--- src/rtl/moving_average_inverse_pkg.sv ---
// Shared types and elaboration helpers for the moving-average inverse.
package moving_average_inverse_pkg;

  typedef enum logic [0:0] {
    HIST_CLEAR = 1'b0,
    HIST_READY = 1'b1
  } hist_state_e;

  function automatic bit is_pow2(input int unsigned v);
    return (v != 0) && ((v & (v - 1)) == 0);
  endfunction

  function automatic int unsigned max_u(input int unsigned a, input int unsigned b);
    return (a > b) ? a : b;
  endfunction

endpackage

--- src/rtl/ma_inv_history.sv ---
// History RAM (1R/1W, synchronous read) with a post-reset clear sweep.
module ma_inv_history
  import moving_average_inverse_pkg::*;
#(
  parameter int unsigned WINDOW_LEN = 16,
  parameter int unsigned AW         = 4,
  parameter int unsigned IW         = 38
) (
  input  logic                 clk,
  input  logic                 rst,
  input  logic [AW-1:0]        rd_addr_i,
  output logic signed [IW-1:0] rd_data_o,
  input  logic                 wr_en_i,
  input  logic [AW-1:0]        wr_addr_i,
  input  logic signed [IW-1:0] wr_data_i,
  output logic                 ready_o
);

  hist_state_e          state_q, state_d;
  logic [AW-1:0]        clr_cnt_q, clr_cnt_d;
  logic                 mem_we;
  logic [AW-1:0]        mem_waddr;
  logic signed [IW-1:0] mem_wdata;
  logic signed [IW-1:0] mem_q [WINDOW_LEN];
  logic signed [IW-1:0] rd_data_q;

  always_ff @(posedge clk) begin
    if (!rst) begin
      state_q   <= HIST_CLEAR;
      clr_cnt_q <= '0;
    end else begin
      state_q   <= state_d;
      clr_cnt_q <= clr_cnt_d;
    end
  end

  // While clearing, the sweep owns the write port; afterwards the pipeline does.
  always_comb begin
    state_d   = state_q;
    clr_cnt_d = clr_cnt_q;
    mem_we    = 1'b0;
    mem_waddr = wr_addr_i;
    mem_wdata = wr_data_i;
    if (state_q == HIST_CLEAR) begin
      mem_we    = 1'b1;
      mem_waddr = clr_cnt_q;
      mem_wdata = '0;
      clr_cnt_d = clr_cnt_q + AW'(1);
      if (clr_cnt_q == AW'(WINDOW_LEN - 1)) begin
        state_d = HIST_READY;
      end
    end else begin
      mem_we = wr_en_i;
    end
  end

  always_ff @(posedge clk) begin
    if (rst && mem_we) begin
      mem_q[mem_waddr] <= mem_wdata;
    end
    rd_data_q <= mem_q[rd_addr_i];
  end

  assign rd_data_o = rd_data_q;
  assign ready_o   = (state_q == HIST_READY);

endmodule

--- src/rtl/moving_average_inverse.sv ---
// Reconstructs x[n] = N*(y[n]-y[n-1]) + x[n-N] from a boxcar-averaged stream.
module moving_average_inverse
  import moving_average_inverse_pkg::*;
#(
  parameter int unsigned DIN_WIDTH  = 32,
  parameter int unsigned DIN_POINT  = 31,
  parameter int unsigned WINDOW_LEN = 16,
  parameter int unsigned DOUT_WIDTH = 32,
  parameter int unsigned DOUT_POINT = 27
) (
  input  logic                         clk,
  input  logic                         rst,
  input  logic signed [DIN_WIDTH-1:0]  din,
  input  logic                         din_valid,
  output logic signed [DOUT_WIDTH-1:0] dout,
  output logic                         dout_valid,
  output logic                         dout_ovf
);

  localparam int unsigned LOG2_N = $clog2(WINDOW_LEN);
  localparam int unsigned DW     = DIN_WIDTH + 1;
  localparam int unsigned IW     = DIN_WIDTH + LOG2_N + 2;
  localparam int unsigned SHR    = (DIN_POINT > DOUT_POINT) ? (DIN_POINT - DOUT_POINT) : 0;
  localparam int unsigned SHL    = (DOUT_POINT > DIN_POINT) ? (DOUT_POINT - DIN_POINT) : 0;
  localparam int unsigned SW     = max_u(IW + SHL, DOUT_WIDTH + 1);

  localparam logic signed [SW-1:0] SAT_MAX = SW'({1'b0, {(DOUT_WIDTH - 1){1'b1}}});
  localparam logic signed [SW-1:0] SAT_MIN = ~SAT_MAX;

  if (!is_pow2(WINDOW_LEN) || (WINDOW_LEN < 4)) begin : g_bad_window
    $fatal(1, "WINDOW_LEN must be a power of two and at least 4");
  end

  logic signed [DIN_WIDTH-1:0]  y_prev_q, y_prev_d;
  logic signed [DW-1:0]         diff_q, diff_d;
  logic                         s1_valid_q, s1_valid_d;
  logic [LOG2_N-1:0]            wr_ptr_q, wr_ptr_d;
  logic signed [DOUT_WIDTH-1:0] dout_q, dout_d;
  logic                         dout_valid_q, dout_valid_d;
  logic                         dout_ovf_q, dout_ovf_d;

  logic                         hist_ready;
  logic [LOG2_N-1:0]            rd_addr;
  logic signed [IW-1:0]         x_old;
  logic signed [IW-1:0]         acc;
  logic signed [SW-1:0]         acc_ext;
  logic signed [SW-1:0]         aligned;
  logic                         accept;

  // A sample in stage 2 still owns wr_ptr_q, so the next sample reads one slot ahead.
  assign accept  = din_valid && hist_ready;
  assign rd_addr = s1_valid_q ? (wr_ptr_q + LOG2_N'(1)) : wr_ptr_q;

  ma_inv_history #(
    .WINDOW_LEN (WINDOW_LEN),
    .AW         (LOG2_N),
    .IW         (IW)
  ) u_history (
    .clk        (clk),
    .rst        (rst),
    .rd_addr_i  (rd_addr),
    .rd_data_o  (x_old),
    .wr_en_i    (s1_valid_q),
    .wr_addr_i  (wr_ptr_q),
    .wr_data_i  (acc),
    .ready_o    (hist_ready)
  );

  always_ff @(posedge clk) begin
    if (!rst) begin
      y_prev_q     <= '0;
      diff_q       <= '0;
      s1_valid_q   <= 1'b0;
      wr_ptr_q     <= '0;
      dout_q       <= '0;
      dout_valid_q <= 1'b0;
      dout_ovf_q   <= 1'b0;
    end else begin
      y_prev_q     <= y_prev_d;
      diff_q       <= diff_d;
      s1_valid_q   <= s1_valid_d;
      wr_ptr_q     <= wr_ptr_d;
      dout_q       <= dout_d;
      dout_valid_q <= dout_valid_d;
      dout_ovf_q   <= dout_ovf_d;
    end
  end

  // Accumulate at full width, then realign (floor) and saturate for the output only.
  always_comb begin
    y_prev_d     = y_prev_q;
    diff_d       = diff_q;
    s1_valid_d   = accept;
    wr_ptr_d     = wr_ptr_q;
    dout_d       = dout_q;
    dout_valid_d = s1_valid_q;
    dout_ovf_d   = dout_ovf_q;

    acc     = (IW'(diff_q) <<< LOG2_N) + x_old;
    acc_ext = SW'(acc);
    aligned = (acc_ext <<< SHL) >>> SHR;

    if (accept) begin
      diff_d   = DW'(din) - DW'(y_prev_q);
      y_prev_d = din;
    end

    if (s1_valid_q) begin
      wr_ptr_d = wr_ptr_q + LOG2_N'(1);
      if (aligned > SAT_MAX) begin
        dout_d     = DOUT_WIDTH'(SAT_MAX);
        dout_ovf_d = 1'b1;
      end else if (aligned < SAT_MIN) begin
        dout_d     = DOUT_WIDTH'(SAT_MIN);
        dout_ovf_d = 1'b1;
      end else begin
        dout_d     = DOUT_WIDTH'(aligned);
        dout_ovf_d = 1'b0;
      end
    end
  end

  assign dout       = dout_q;
  assign dout_valid = dout_valid_q;
  assign dout_ovf   = dout_ovf_q;

endmodule

--- config.mk ---
export PLATFORM = sky130hd
export DESIGN_NAME = moving_average_inverse
export DESIGN_NICKNAME = d
export VERILOG_FILES = /design/src/rtl/moving_average_inverse_pkg.sv /design/src/rtl/ma_inv_history.sv /design/src/rtl/moving_average_inverse.sv
export SDC_FILE = /design/constraint.sdc
export NUM_CORES = 1
export LEC_CHECK = 0
export CAP_MARGIN = 20
export CORE_ASPECT_RATIO = 1.2
export CORE_MARGIN = 3
export CORE_UTILIZATION = 60
export DETAILED_ROUTE_END_ITERATION = 6
export PLACE_DENSITY = 0.84
export SYNTH_ARGS = -nofsm -noshare
export SYNTH_HDL_FRONTEND = slang
export SYNTH_SLANG_ARGS = --single-unit
--- constraint.sdc ---
create_clock -name clk -period 7.4 [get_ports clk]
set_input_delay 0.74 -clock clk [delete_from_list [all_inputs] [get_ports clk]]
set_output_delay 0.74 -clock clk [all_outputs]
set_load 0.005 [all_outputs]
**Word-level counts from Yosys, hierarchy flattened**

Memories as Yosys holds them, arrays and structs flattened. A register that Yosys moved wholly into a read port is not among the register bits.
Index checks and enable logic that the tools add are counted.

- Memories kept: 1
- Word-level logic and storage cells: 31
- Bits in registers: 109
- RAM bits: 608
- Bits of input ports: 35

- $add $sub $neg: 4
- Order comparisons: 2
- Reductions and logical operators: 2
- Multiplexer cells: 12
- Eq/ne operators: 1

Memory list:

| name | depth | bits a word | rd ports | clocked after memory_dff | wr ports | line | RTL |
|---|---|---|---|---|---|---|---|
| u_history.mem_q | 16 | 38 | 1 | 1 | 1 | ma_inv_history.sv:24 | `logic signed [IW-1:0] mem_q [WINDOW_LEN];` |

Operator list:

| cell | count |
|---|---|
| $mux 32 | 2 |
| $add 37x38->38 | 1 |
| $mux 38 | 1 |
| $gt 34x32->1 const B | 1 |
| $lt 34x32->1 const B | 1 |
| $sub 32x32->33 | 1 |
| $add 4x1->4 const B | 2 |
| $mux 4 | 2 |
| $mux 1 | 7 |
| $eq 4x4->1 const B | 1 |
| $logic_and 1x1->1 | 2 |

**Longest topological paths before layout**

Gate-level depths: netlist (run 1).

- Word-level depth: 4
- Depth in mapped cells: 15

**By module**

Synthesis (run 1) repeated with hierarchy kept, for this count alone.

- Cells, all modules: 1951
- Area total of the unflattened synthesis: 31246.2 um2

Modules (own cells, without submodules):

| module | area each (um2) | cells an instance | times used |
|---|---|---|---|
| ma_inv_history | 24124.4 | 1066 | 1 |
| moving_average_inverse | 7121.8 | 885 | 1 |

**Worst setup path before layout (run 1)**

Ideal clock, no wire load.

- Kind: input-to-reg
- Start: input port rst
- End: memory u_history.mem_q[2][10] (enable)
- Path slack: 4099 ps
- Stages: 4
- Library setup time: 425 ps
- Arrival time: 2876 ps
- Required time: 6975 ps
- Buffers on the path: 2
- Path through: clkbuf_1 -> clkbuf_1 -> o21ai_0 -> nor2_1

- Cells in the longest elaborated chain, start to end: 3

Ends and longest elaborated chain:

| element | line | RTL |
|---|---|---|
| from (decl) | moving_average_inverse.sv:12 | `input logic rst,` |
| $logic_and 1x1->1 | ma_inv_history.sv:58 | `if (rst && mem_we) begin` |
| $mux 1 | ma_inv_history.sv:58 |  |
| $mux 1 (not written as such) | ma_inv_history.sv:59 | `mem_q[mem_waddr] <= mem_wdata;` |
| to (decl) | ma_inv_history.sv:24 |  |

No other way between the ends.

**Worst setup path in the final report (run 1)**

- Start: register diff_q[0]
- End: register dout_q[7] (netlist: dout[7])

- Cells in the longest elaborated chain, start to end: 4
- Elaborated cells on any way between the ends: 5
- Those cells by class: add/sub (1); order compare (2); mux (2)

Ends and longest elaborated chain:

| element | line | RTL |
|---|---|---|
| from (decl) | moving_average_inverse.sv:35 | `logic signed [DW-1:0] diff_q, diff_d;` |
| from (signal assigned) | moving_average_inverse.sv:80 | `diff_q <= diff_d;` |
| $add 37x38->38 * | moving_average_inverse.sv:99 | `acc = (IW'(diff_q) <<< LOG2_N) + x_old;` |
| $lt 34x32->1 | moving_average_inverse.sv:113 | `end else if (aligned < SAT_MIN) begin` |
| $mux 32 | moving_average_inverse.sv:113 |  |
| $mux 32 * | moving_average_inverse.sv:110 | `if (aligned > SAT_MAX) begin` |
| to (signal assigned) | moving_average_inverse.sv:83 | `dout_q <= dout_d;` |
| to (decl) | moving_average_inverse.sv:38 | `logic signed [DOUT_WIDTH-1:0] dout_q, dout_d;` |

Every way passes the cells marked *; elsewhere a longest branch is shown, timed or not.
A chain may end at the register's enable or synchronous reset.

==> results.txt, run 1 <==
The flow ran to the end, and the final reports show no timing, DRC or antenna violations. The highest layer touched by signal routing is met5. The clock skew after layout is roughly 26 ps. The routed design uses 34900 um of met2 wire. The sum of negative setup slack came out at 0 ps. After floorplanning, the core was sized to cover 0.0471 mm^2. A synthesized cell averages about 16 um^2.

The depth of the CTS H-tree came out at 2. The synthesized netlist contains between 60 and 70 unique library cells. The later pin in the worst-skew pair is clocked with a latency of between 600 and 700 ps. The end-of-flow core utilization came out at about two thirds. The footprint of the multi-input gates came out at 0.00916 mm^2. The number of pins exceeding their max-slew limit in the final report is 0. The count of input and output buffers is 68.

The synthesized instance count came out at roughly 1800. In the routed design, unresolved DRC markers number 0. In this run the most critical hold path is launched from y_prev_q[9].

The detailed route wirelength on metal3 is 6780 um. The total number of vias came out at ~17000. TritonCTS built the clock tree. The number of antenna violations at the first check in global routing came out at 1. The summed area of non-filler cells in the final layout is 0.0323 mm^2. The number of buffers inserted by post-CTS setup repair is 0. The internal power is approximately 6 mW. The startpoint identified for the worst register-to-register timing path is diff_q[0]. The floorplan die height is roughly 250 um. The number of enable flip-flop cells after synthesis is between 500 and 600.

The most numerous cell type found on the critical path is a21o_1. In this run the count of I/O pins placed on the die edge is 69. The worst setup path is launched from a flip-flop.

In this run the power density over the cells is 235 mW/mm^2. The number of nets in the synthesized netlist came out at approximately 1900. In the layout the commonest cells are edfxtp_1 (544), mux4_2 (170), nand2_1 (154). Measured against its own limit, the worst slew margin works out to between 20% and 30%. The maximum cell stage delay along the critical path is 830 ps. The number of nets in the layout came out at 2005. The congestion estimate from routability-driven global placement came to slightly below 1. The tool flagged a number of max-cap violations equal to 0. For this run, the leading register cell type out of synthesis is edfxtp_1. The leakage power is about 11 nW. The register bit count reported by yosys came out at between 600 and 700. The routed length on met1 is between 20000 and 30000 um. The chip width came out at 206 um.

The number of instances resized during post-cts repair came out at 0. The share of flip-flops with an asynchronous set or reset is 0%. The area taken by flip-flops and latches came out at 0.0192 mm^2. The most critical setup path has its startpoint at diff_q[0].

The switching power summed over all nets came out at ~1.6 mW. The pin count of the biggest net entering global routing is ~140. The clock period minus final worst setup slack is approximately 4000 ps. Among all stages on the critical path, the largest delay is contributed by a21o_1. The total power of the final layout came out at between 7 and 8 mW. The signal on the critical path passes through ha_1 -> inv_1 -> fa_1 -> nand2b_1 -> a21o_1 -> a21oi_2 -> o211ai_2 -> a2111oi_4 -> o21ai_0 -> nand3_2 -> a21o_1 -> o311ai_0 -> a21oi_1. The count of nets left with antenna violations after detail routing is 0. The clock-pin slew reported for the worst setup and hold paths after clock tree synthesis came out at approximately 70 ps. The total clock buffers created by CTS is 60. The required time of the critical path came out at about 7900 ps. The fill cell total of the finished layout came out at around 2800. The post-layout instance count excluding filler cells came out at ~2600. Per report_power, the combinational group accounts for under 10% of the total. Dividing the final minimum period by the clock period gives a little over half.

After detailed placement, the design holds a cell count of approximately 2500. The share of total power in sequential cells came out at around 55%. The half-perimeter wire length after detailed placement came out at 38900 um. Setup repair after global routing left no endpoint under its margin. In this run the worst hold path is classified as flip-flop to flip-flop.

The placement-stage cell area is just over 0.03 mm^2. The total overflow left after global routing is 0. The worst setup path is captured at a flip-flop. The average wire per cell in the routed design came out at 27.0 um. Leaving out fill and tap cells, the most frequent cell in the layout is edfxtp_1. The first detailed-routing pass took 5 iterations. The wire length of the first global-routing pass came out at between 100000 and 150000 um.

The clock share of power came out at just over 40%. The number of vias per cell came out at between 6 and 7. The clock net sink count came out at roughly 700.

The largest driver fanout on the critical path is 29. The via count of the first global-routing pass was about 17000. The die outline area is a little over 0.05 mm^2. The switching part of the total power is 20.8%. The number of hold violations in the final report was 0. The number of core rows came out at 87. Setup violations remaining at the end of the flow were counted as 0. The arrival time of data at the critical path endpoint is between 4000 and 5000 ps. CTS placed an instance of clkbuf_16 at the clock tree root.

The share of final-layout standard cells stronger than drive strength 1 is 18.0%. Based on the critical path, the design can be clocked at up to 251 MHz. The worst supply voltage drop on vdd came out at ~160 uV. The number of hold-repair buffers added at the cts stage came out at 0. The actual transition at the worst max-transition pin is roughly 1100 ps.

The critical path is of the flip-flop to flip-flop type. The count of yosys warnings during synthesis came out at 0. The cell area after technology mapping is ~0.029 mm^2.

The register area share after synthesis is about two thirds. The first-iteration detailed-routing DRC count came out at roughly 1900. The antenna diode count came out at 0. No sink is reached through more buffers than the 3 on the longest clock path. The starting density of the core came out at between 60% and 70%.

The area growth from synthesis to layout is 12.2%. The total track usage came out at ~28%. The routed wire length is 69600 um.
==> path summary, 6_finish.rpt <==
kind,cells past startpoint,slack (ps),end
max,13,3420,dout[7]
min,2,460,y_prev_q[9]
max reg2reg,13,3420,dout[7]
min reg2reg,2,460,y_prev_q[9]
==> cells in the mapped netlist (all sizes together), types with 3 or more instances <==
master / count / area (um^2)
a2111oi: 4 / 53.8
a211oi: 12 / 90.1
a21boi: 3 / 22.5
a21o: 22 / 165
a21oi: 155 / 817
a31o: 5 / 43.8
a31oi: 11 / 68.8
and2: 37 / 231
and3: 12 / 75.1
buf: 27 / 144
clkbuf: 56 / 210
dfxtp: 143 / 2860
edfxtp: 544 / 16300
ha: 67 / 838
inv: 57 / 214
mux4: 170 / 3830
nand2: 155 / 582
nand2b: 8 / 50.1
nand3: 24 / 125
nand4: 9 / 56.3
nor2: 67 / 251
nor2b: 15 / 93.8
nor3: 16 / 80.1
nor3b: 3 / 22.5
o2111ai: 3 / 26.3
o211ai: 7 / 67.6
o21a: 19 / 143
o21ai: 67 / 343
o21bai: 9 / 67.6
o221a: 3 / 33.8
o22ai: 3 / 18.8
o31a: 3 / 26.3
o31ai: 5 / 37.5
or2: 3 / 18.8
or3: 5 / 31.3
xnor2: 32 / 280
xor2: 17 / 149
==> sequential cells by signal, indices dropped and copies added, names as in the netlist <==
name,count
dout_valid_d,1
u_history.ready_o,1
y_prev_q,32
wr_ptr_q,4
diff_q,33
dout_ovf,1
u_history.rd_data_o,34
dout,32
u_history.clr_cnt_q,4
dout_valid,1
u_history.mem_q,544
==> power by group through the flow <==
stage / logic (mW) / registers [mW] / clock network (mW)
3_3_place_gp: 0.264 / 4.27 / 0
4_1_cts: 0.278 / 4.19 / 3.16
6_report: 0.282 / 4.19 / 3.12
3_5_place_dp: 0.271 / 4.27 / 0
5_1_grt: 0.301 / 4.19 / 3.29
2_1_floorplan: 0.178 / 4.26 / 0
==> worst max-delay path: cells and delay by family (launching register included) <==
kind / cells / cell delay, ps
AOI/OAI and AO/OA: 8 / 2580
adders and majority gates: 2 / 610
buffers and inverters: 1 / 70
DFF: 1 / 340
and+or+nand+nor: 2 / 310
==> stage by stage <==
step / setup slack [ps] / hold slack [ps]
final: 3420 / 457
after CTS: 3460 / 459
after floorplan: 4100 / 436
after detailed placement: 3380 / 449
after global routing: 3150 / 477
after global placement: 3470 / 442
==> layout make-up <==
| type | count | area share [%] |
|---|---|---|
| tap | 623 | 2.42 |
| clock inverter | 39 | 1.09 |
| timing repair buffer | 98 | 2.94 |
| sequential | 687 | 59.5 |
| clock buffer | 73 | 4.99 |
| inverter | 59 | 0.686 |
| multi-input combinational | 995 | 28.4 |
==> kinds of logic (layout without fill, tap and decap cells) <==
family	Yosys count	in the layout	share of synthesized area [%]
xor gates and xnor gates	49	49	1.49
DFF	687	687	66.8
AOI/OAI and AO/OA	345	345	7.52
and+or+nand+nor	360	360	5.80
muxes	172	172	13.4
adders and majority gates	69	69	3.05
buffers and inverters	142	269	2.00
==> layer usage <==
layer	track usage [%]	vias up
met3	5.52	192
met1	36.5	8626
met5	0	-
met2	46.1	1005
li1	-	7237
met4	10.4	2
Power figures use the tool's default switching activity.
==> run 2: changes to the inputs <==
--- a/config.mk
+++ b/config.mk
@@ -8,9 +8,9 @@
 export CAP_MARGIN = 20
 export CORE_ASPECT_RATIO = 1.2
 export CORE_MARGIN = 3
-export CORE_UTILIZATION = 60
+export CORE_UTILIZATION = 56
 export DETAILED_ROUTE_END_ITERATION = 6
-export PLACE_DENSITY = 0.84
+export PLACE_DENSITY = 0.82
 export SYNTH_ARGS = -nofsm -noshare
 export SYNTH_HDL_FRONTEND = slang
 export SYNTH_SLANG_ARGS = --single-unit
==> constraint.sdc (replaced) <==
create_clock -name clk -period 3.3 [get_ports clk]
set_input_delay 0.33 -clock clk [delete_from_list [all_inputs] [get_ports clk]]
set_output_delay 0.33 -clock clk [all_outputs]
set_load 0.005 [all_outputs]
==> results.txt, run 2 (synthesized netlist as in run 1, its figures left out) <==
The critical path in this run is classified as flip-flop to flip-flop. The startpoint type of the worst setup path is a flip-flop. The via count of the first global-routing pass is 17600. The switching part of the total power came out at about a fifth. The final hold slack is 99.7 ps. The clock period minus final worst setup slack came out at 3270 ps. The critical path goes through ha_2 -> o21ai_0 -> o21ai_2 -> a41oi_2 -> buf_4 -> o211ai_2 -> nand4_1 -> nand3_1 -> xor2_2 -> a21o_1 -> buf_4 -> o311ai_0 -> a21oi_1. The number of hold violations in the final report is 0.

The total number of vias came out at about 17000. The post-layout instance count excluding filler cells came out at ~2700. The max-capacitance violation count came out at 0. The total track usage came out at between 20% and 30%. The later-pin clock latency in the skew report is ~620 ps. The total overflow left after global routing is 0.

The total power of the final layout is about 17 mW. The number of placed instances, taps included, is 2558. The depth of the CTS H-tree came out at 2. The most numerous cell type found on the critical path is buf_4. The run finished with clean final reports. The switching power summed over all nets is around 3.6 mW.

In this run the horizontal extent of the chip is 213 um. The share of power burned in combinational logic is under 10%. The half-perimeter wire length after detailed placement came out at approximately 43000 um. The antenna diode count is 0. The clock-pin slew reported for the worst setup and hold paths after clock tree synthesis came out at about 60 ps. TritonCTS built the clock tree. In the layout the commonest cells are edfxtp_1 (544), mux4_2 (170), nand2_1 (154). The internal power came out at 13.8 mW.

The path class of the tightest hold or removal check is input pin to flip-flop. The floorplan step defined a core boundary enclosing about 0.051 mm^2. The count of input and output buffers came out at about 70. The pin count of the biggest net entering global routing is between 70 and 80.

The boundary pin count came out at ~70. The top achievable clock speed came out at approximately 310 MHz. The share of final-layout standard cells stronger than drive strength 1 is between 20% and 30%. The first-pass iteration count of the detailed router is 5. Of the available clock period, the critical path in the final layout requires approximately 100%. Setup repair after global routing could not meet its margin everywhere. The number of vias per cell came out at approximately 6.5. The synthesis-to-layout area growth is 15.9%. Counting flops per register, the top entry is u_history.mem_q. The average wire per cell in the routed design came out at 26.5 um. The most common cell after layout, fill and taps aside is edfxtp_1. The placer's final routability congestion estimate is 0.926. The first global-routing pass estimated about 110000 um of wire.

The maximum count of clock buffers along a single path came out at 3. The die outline area came out at roughly 0.054 mm^2. The sum of negative setup slack came out at 0 ps.

The final number of setup-violating endpoints came out at 0. The floorplan step set the die height to between 200 and 300 um. Summed over all cells, the static leakage comes to 11.3 nW.

In this design, the stage delay of the slowest critical-path cell is ~390 ps. The routed wire length is 70900 um. The slowest stage of the critical path belongs to the cell ha_2. The clock share of power is 42.2%.

The worst pin sits at a relative slew slack of 32.0%. The largest driver fanout on the critical path came out at 12. The clock net sink count came out at 687. Power spread over the standard cell area amounts to 523 mW/mm^2. The count of nets left with antenna violations after detail routing came out at 0. Once the floorplan was initialized, standard cells occupied a little under three fifths of the core.

The count of unresolved DRC violations after routing is 0. The actual transition at the worst max-transition pin is around 1000 ps. The flip-flop count of the largest register, all copies and words added is approximately 540. The arrival time of data at the critical path endpoint came out at 3800 ps.

In this run, CTS created clock tree buffers numbering 61. The worst supply voltage drop on vdd came out at 439 uV. The number of pins exceeding their max-slew limit in the final report is 0. The detailed router finished its first iteration with 2093 violations. The clock skew after layout came out at approximately 22 ps. The number of hold-repair buffers added at the cts stage is 0. The number of nets in the layout came out at between 2000 and 2500. The total buffers and inverters traversed by the critical path came out at 2.

The floorplan has 90 rows. The number of antenna violations at the first check in global routing was 0. The top cell family by delay on the critical path is compound AO/OA/AOI/OAI gates.

The share of total power in sequential cells came out at between 50% and 60%. STA classifies the critical path endpoint as a flip-flop. The root buffer cell chosen for the clock tree is clkbuf_16. STA puts the critical path data required time at around 3800 ps.
## run 2: changes by cell type in the layout (fill, tap and decap cells not counted), sizes merged, moves of 2 or more
cell    change
buf        +83
inv         +2
clkbuf     +12
clkinv     -11
## run 2: metal layers
layer	part of all wire [%]	up-vias	wire length, um	global-route usage [%]
li1	-	7423	-	-
met1	38	8777	26600	34.5
met2	50	1005	35800	44.9
met3	9.1	177	6450	4.65
met4	2.9	0	2050	8.29
met5	0	-	0	0
## run 2: final timing paths
check | slack (ps) | depth (start not counted) | from | end
max | 30 | 13 | diff_q[2] | dout[7]
min | 100 | 3 | rst | dout[13]
max reg2reg | 30 | 13 | diff_q[2] | dout[7]
min reg2reg | 460 | 2 | y_prev_q[10] | y_prev_q[10]
## run 2: worst reg2reg max path, delay by kind of cell (launching register included)
family                     cells  cell delay, ps
buffers and inverters          2             390
DFF                            1             340
and+or+nand+nor                2             400
AOI/OAI and AO/OA              7            1420
adders and majority gates      1             390
xor gates and xnor gates       1             280
## run 2: final cells by class
| cell class | instances | area [um^2] |
|---|---|---|
| sequential | 687 | 19200 |
| fill | 3174 | 17200 |
| multi-input combinational | 995 | 9250 |
| clock buffer | 86 | 1820 |
| timing repair buffer | 179 | 1750 |
| tap | 644 | 806 |
| clock inverter | 30 | 298 |
| inverter | 59 | 221 |
## run 2: timing repair
| action | in CTS | in global routing |
|---|---|---|
| setup buffers | 1 | 4 |
| pin swaps | 3 | 10 |
| resized for setup | 12 | 15 |
| endpoints found under the setup margin | 173 | 224 |
| hold endpoints to repair | 0 | 0 |
## run 2: power groups by stage
stage	Sequential (mW)	Clock, mW	Combinational [mW]
floorplan	9.56	0	0.399
global placement	9.57	0	0.629
detailed placement	9.58	0	0.643
CTS	9.39	7.45	0.657
global route	9.40	7.75	0.719
finish	9.40	7.36	0.675
## run 2: stage by stage
step | area, um^2 | util, % | setup WS, ps
CTS | 33200 | 65.7 | 2.31
floorplan | 28800 | - | 219
global route | 33300 | 65.9 | -43.1
finish | 33300 | 65.9 | 28.8
detailed placement | 31100 | 61.5 | -234
global placement | 31100 | 61.5 | -112
==> run 3: changes to the inputs <==
--- a/config.mk
+++ b/config.mk
@@ -8,9 +8,9 @@
 export CAP_MARGIN = 20
 export CORE_ASPECT_RATIO = 1.2
 export CORE_MARGIN = 3
-export CORE_UTILIZATION = 56
+export CORE_UTILIZATION = 60
 export DETAILED_ROUTE_END_ITERATION = 6
-export PLACE_DENSITY = 0.82
+export PLACE_DENSITY = 0.84
 export SYNTH_ARGS = -nofsm -noshare
 export SYNTH_HDL_FRONTEND = slang
 export SYNTH_SLANG_ARGS = --single-unit
==> constraint.sdc (replaced) <==
create_clock -name clk -period 3.95 [get_ports clk]
set_input_delay 0.395 -clock clk [delete_from_list [all_inputs] [get_ports clk]]
set_output_delay 0.395 -clock clk [all_outputs]
set_load 0.005 [all_outputs]
==> results.txt, run 3 (synthesized netlist as in run 1, its figures left out) <==
The run finished with clean final reports. The top achievable clock speed came out at roughly 270 MHz. The number of hold violations in the final report came out at 0.

STA classifies the critical path startpoint as a flip-flop. The congestion estimate from routability-driven global placement came to 0.912. The floorplan die height came out at between 200 and 250 um. The met2 layer wire length in the routed design came out at ~35000 um.

The synthesis-to-layout area growth is 13.1%. The half-perimeter wire length after detailed placement came out at between 40000 and 50000 um. Dividing the detail-routed via count by the number of cells gives around 6.6. The arrival time of data at the critical path endpoint is between 4000 and 5000 ps. The share of the cycle needed by the critical path after routing is 93.8%. The critical path is of the flip-flop to flip-flop type.

After clock tree synthesis, the flow added hold-fix buffers numbering 0. Across the VDD grid, the largest voltage drop is ~360 uV. The antenna diode count came out at 0.

The wire length of the first global-routing pass came out at around 110000 um. The register with the highest flop count is u_history.mem_q. The post-layout instance count excluding filler cells came out at 2594.

In the final routing, the length of wire on met1 measures 26400 um. The placement-stage cell area came out at a little over 0.03 mm^2. The logic depth of the worst register-to-register path came out at 12.

The type of the most critical hold path is input pin to flip-flop. The max-capacitance violation count came out at 0. Once detail routing completed, the nets flagged for antenna violations numbered 0.

The detailed route wirelength on metal3 is 7280 um. The clock net in this run drives a total of just under 700 sinks. After layout, the minimum clock period comes to 3700 ps. Entering global routing, the biggest net connects 71 pins.

The starting density of the core is 61.0%. The placed cell count came out at 2481. The end point of the critical path is u_history.mem_q[4][26].

The setup slack of the most critical reg-to-reg path is between 200 and 250 ps. Once the clock tree was built, the setup fixing pass inserted 0 buffers. The first-pass iteration count of the detailed router is 5. During I/O placement, the number of pins put on the boundary was just under 70. The final number of setup-violating endpoints is 0.

The actual transition at the worst max-transition pin came out at 1140 ps. The later-pin clock latency in the skew report is ~600 ps. The worst register-to-register path ends at u_history.mem_q[4][26].

The headroom to the max-slew limit came out at 23.9%. The clock skew after layout came out at about 21 ps. The longest clock path from root to sink contains 3 buffers.

The average wire per cell in the routed design is between 20 and 30 um. The summed area of non-filler cells in the final layout came out at between 0.03 and 0.04 mm^2. STA puts the critical path data required time at between 4000 and 5000 ps. The library cell used most frequently in the layout, excluding fill and tap cells, is edfxtp_1. The worst register-to-register path begins at diff_q[0]. TritonCTS built the clock tree. The via count of the first global-routing pass came out at 17200. Cells with a size suffix above 1 make up 18.4% of the layout. The end-of-flow core utilization came out at 69.0%. The total power density per cell area came out at between 400 and 500 mW/mm^2. Setup repair after global routing left no endpoint under its margin.

The chip width came out at just over 200 um. In the layout the commonest cells are edfxtp_1 (544), mux4_2 (170), nand2_1 (154). The first-iteration detailed-routing DRC count is 2010. The count of input and output buffers is around 70.

The H-tree was split into 2 levels. The number of pins exceeding their max-slew limit in the final report came out at 0. Of all nets on the critical path, the largest fanout is 16. The number of antenna violations at the first check in global routing came out at 1. The final layout contains between 2000 and 2500 nets. The highest layer touched by signal routing is met4. The flip-flop count of the largest register, all copies and words added came out at 544. Setup total negative slack on the finished layout was measured at 0 ps.

The clock-pin slew reported for the worst setup and hold paths after clock tree synthesis is 70 ps. STA classifies the critical path endpoint as a flip-flop. The number of gates resized after CTS was 0. Wires add up to between 70000 and 80000 um.

The leakage power is 10.8 nW. For this run, design rule violations remaining after detail routing come to 0. The most critical setup path has its startpoint at diff_q[0].

The leftover overflow at the end of global routing came out at 0. The total clock buffers created by CTS is 60. The initialized floorplan defines 87 standard-cell rows. The total track usage is 28.2%. The die outline area is about 0.05 mm^2. The area of the core came out at between 0.04 and 0.05 mm^2. The total number of vias is approximately 17000. The root buffer cell chosen for the clock tree is clkbuf_16.
-- run 3: worst min path at each step --
stage | startpoint | end | slack [ps] | cells after the start
2_1_floorplan | diff_q[10] | diff_q[10] | 440 | 2
3_3_place_gp | y_prev_q[16] | y_prev_q[16] | 440 | 2
3_5_place_dp | y_prev_q[26] | y_prev_q[26] | 450 | 2
4_1_cts | din[8] | y_prev_q[8] | 380 | 3
5_1_grt | din[13] | y_prev_q[13] | 390 | 3
6_report | din[4] | y_prev_q[4] | 380 | 3
-- run 3: critical path, stage by stage (launching register included) --
cell and delay [ps]:
dfxtp_1 370, ha_1 230, inv_1 70, fa_1 410, nand2b_1 190, a21o_1 200
a21oi_2 190, o211ai_2 190, a31o_2 280, o31a_1 270, o21ai_0 220, xor2_1 280
and2_1 530
-- run 3: layer usage --
metal,vias up,GRT usage [%]
met5,-,0
met4,0,9.27
met3,182,5.19
met2,1072,46.5
met1,8681,38.8
li1,7289,-
-- run 3: power breakdown --
group          internal [mW]  total, mW  switching (mW)  leakage [nW]
clock                   3.40       5.99            2.59         0.962
sequential              7.81       7.85          0.0448          5.91
combinational          0.214      0.542           0.328          3.96
total                   11.4       14.4            2.97          10.8
-- run 3: layout make-up --
type	instances	area, um^2
flip-flops and latches	687	19200
fillers	2809	14600
multi-input cells	995	9160
clock buffers	83	1660
repair buffers	117	1160
well taps	623	779
clock inverters	30	345
inverters	59	221
-- run 3: metrics by stage --
step | power (mW) | worst slack, ps | hold slack (ps)
3_3_place_gp | 8.50 | 382 | 441
4_1_cts | 14.4 | 308 | 376
2_1_floorplan | 8.32 | 869 | 436
5_1_grt | 14.7 | 103 | 389
6_report | 14.4 | 246 | 383
3_5_place_dp | 8.52 | 302 | 449
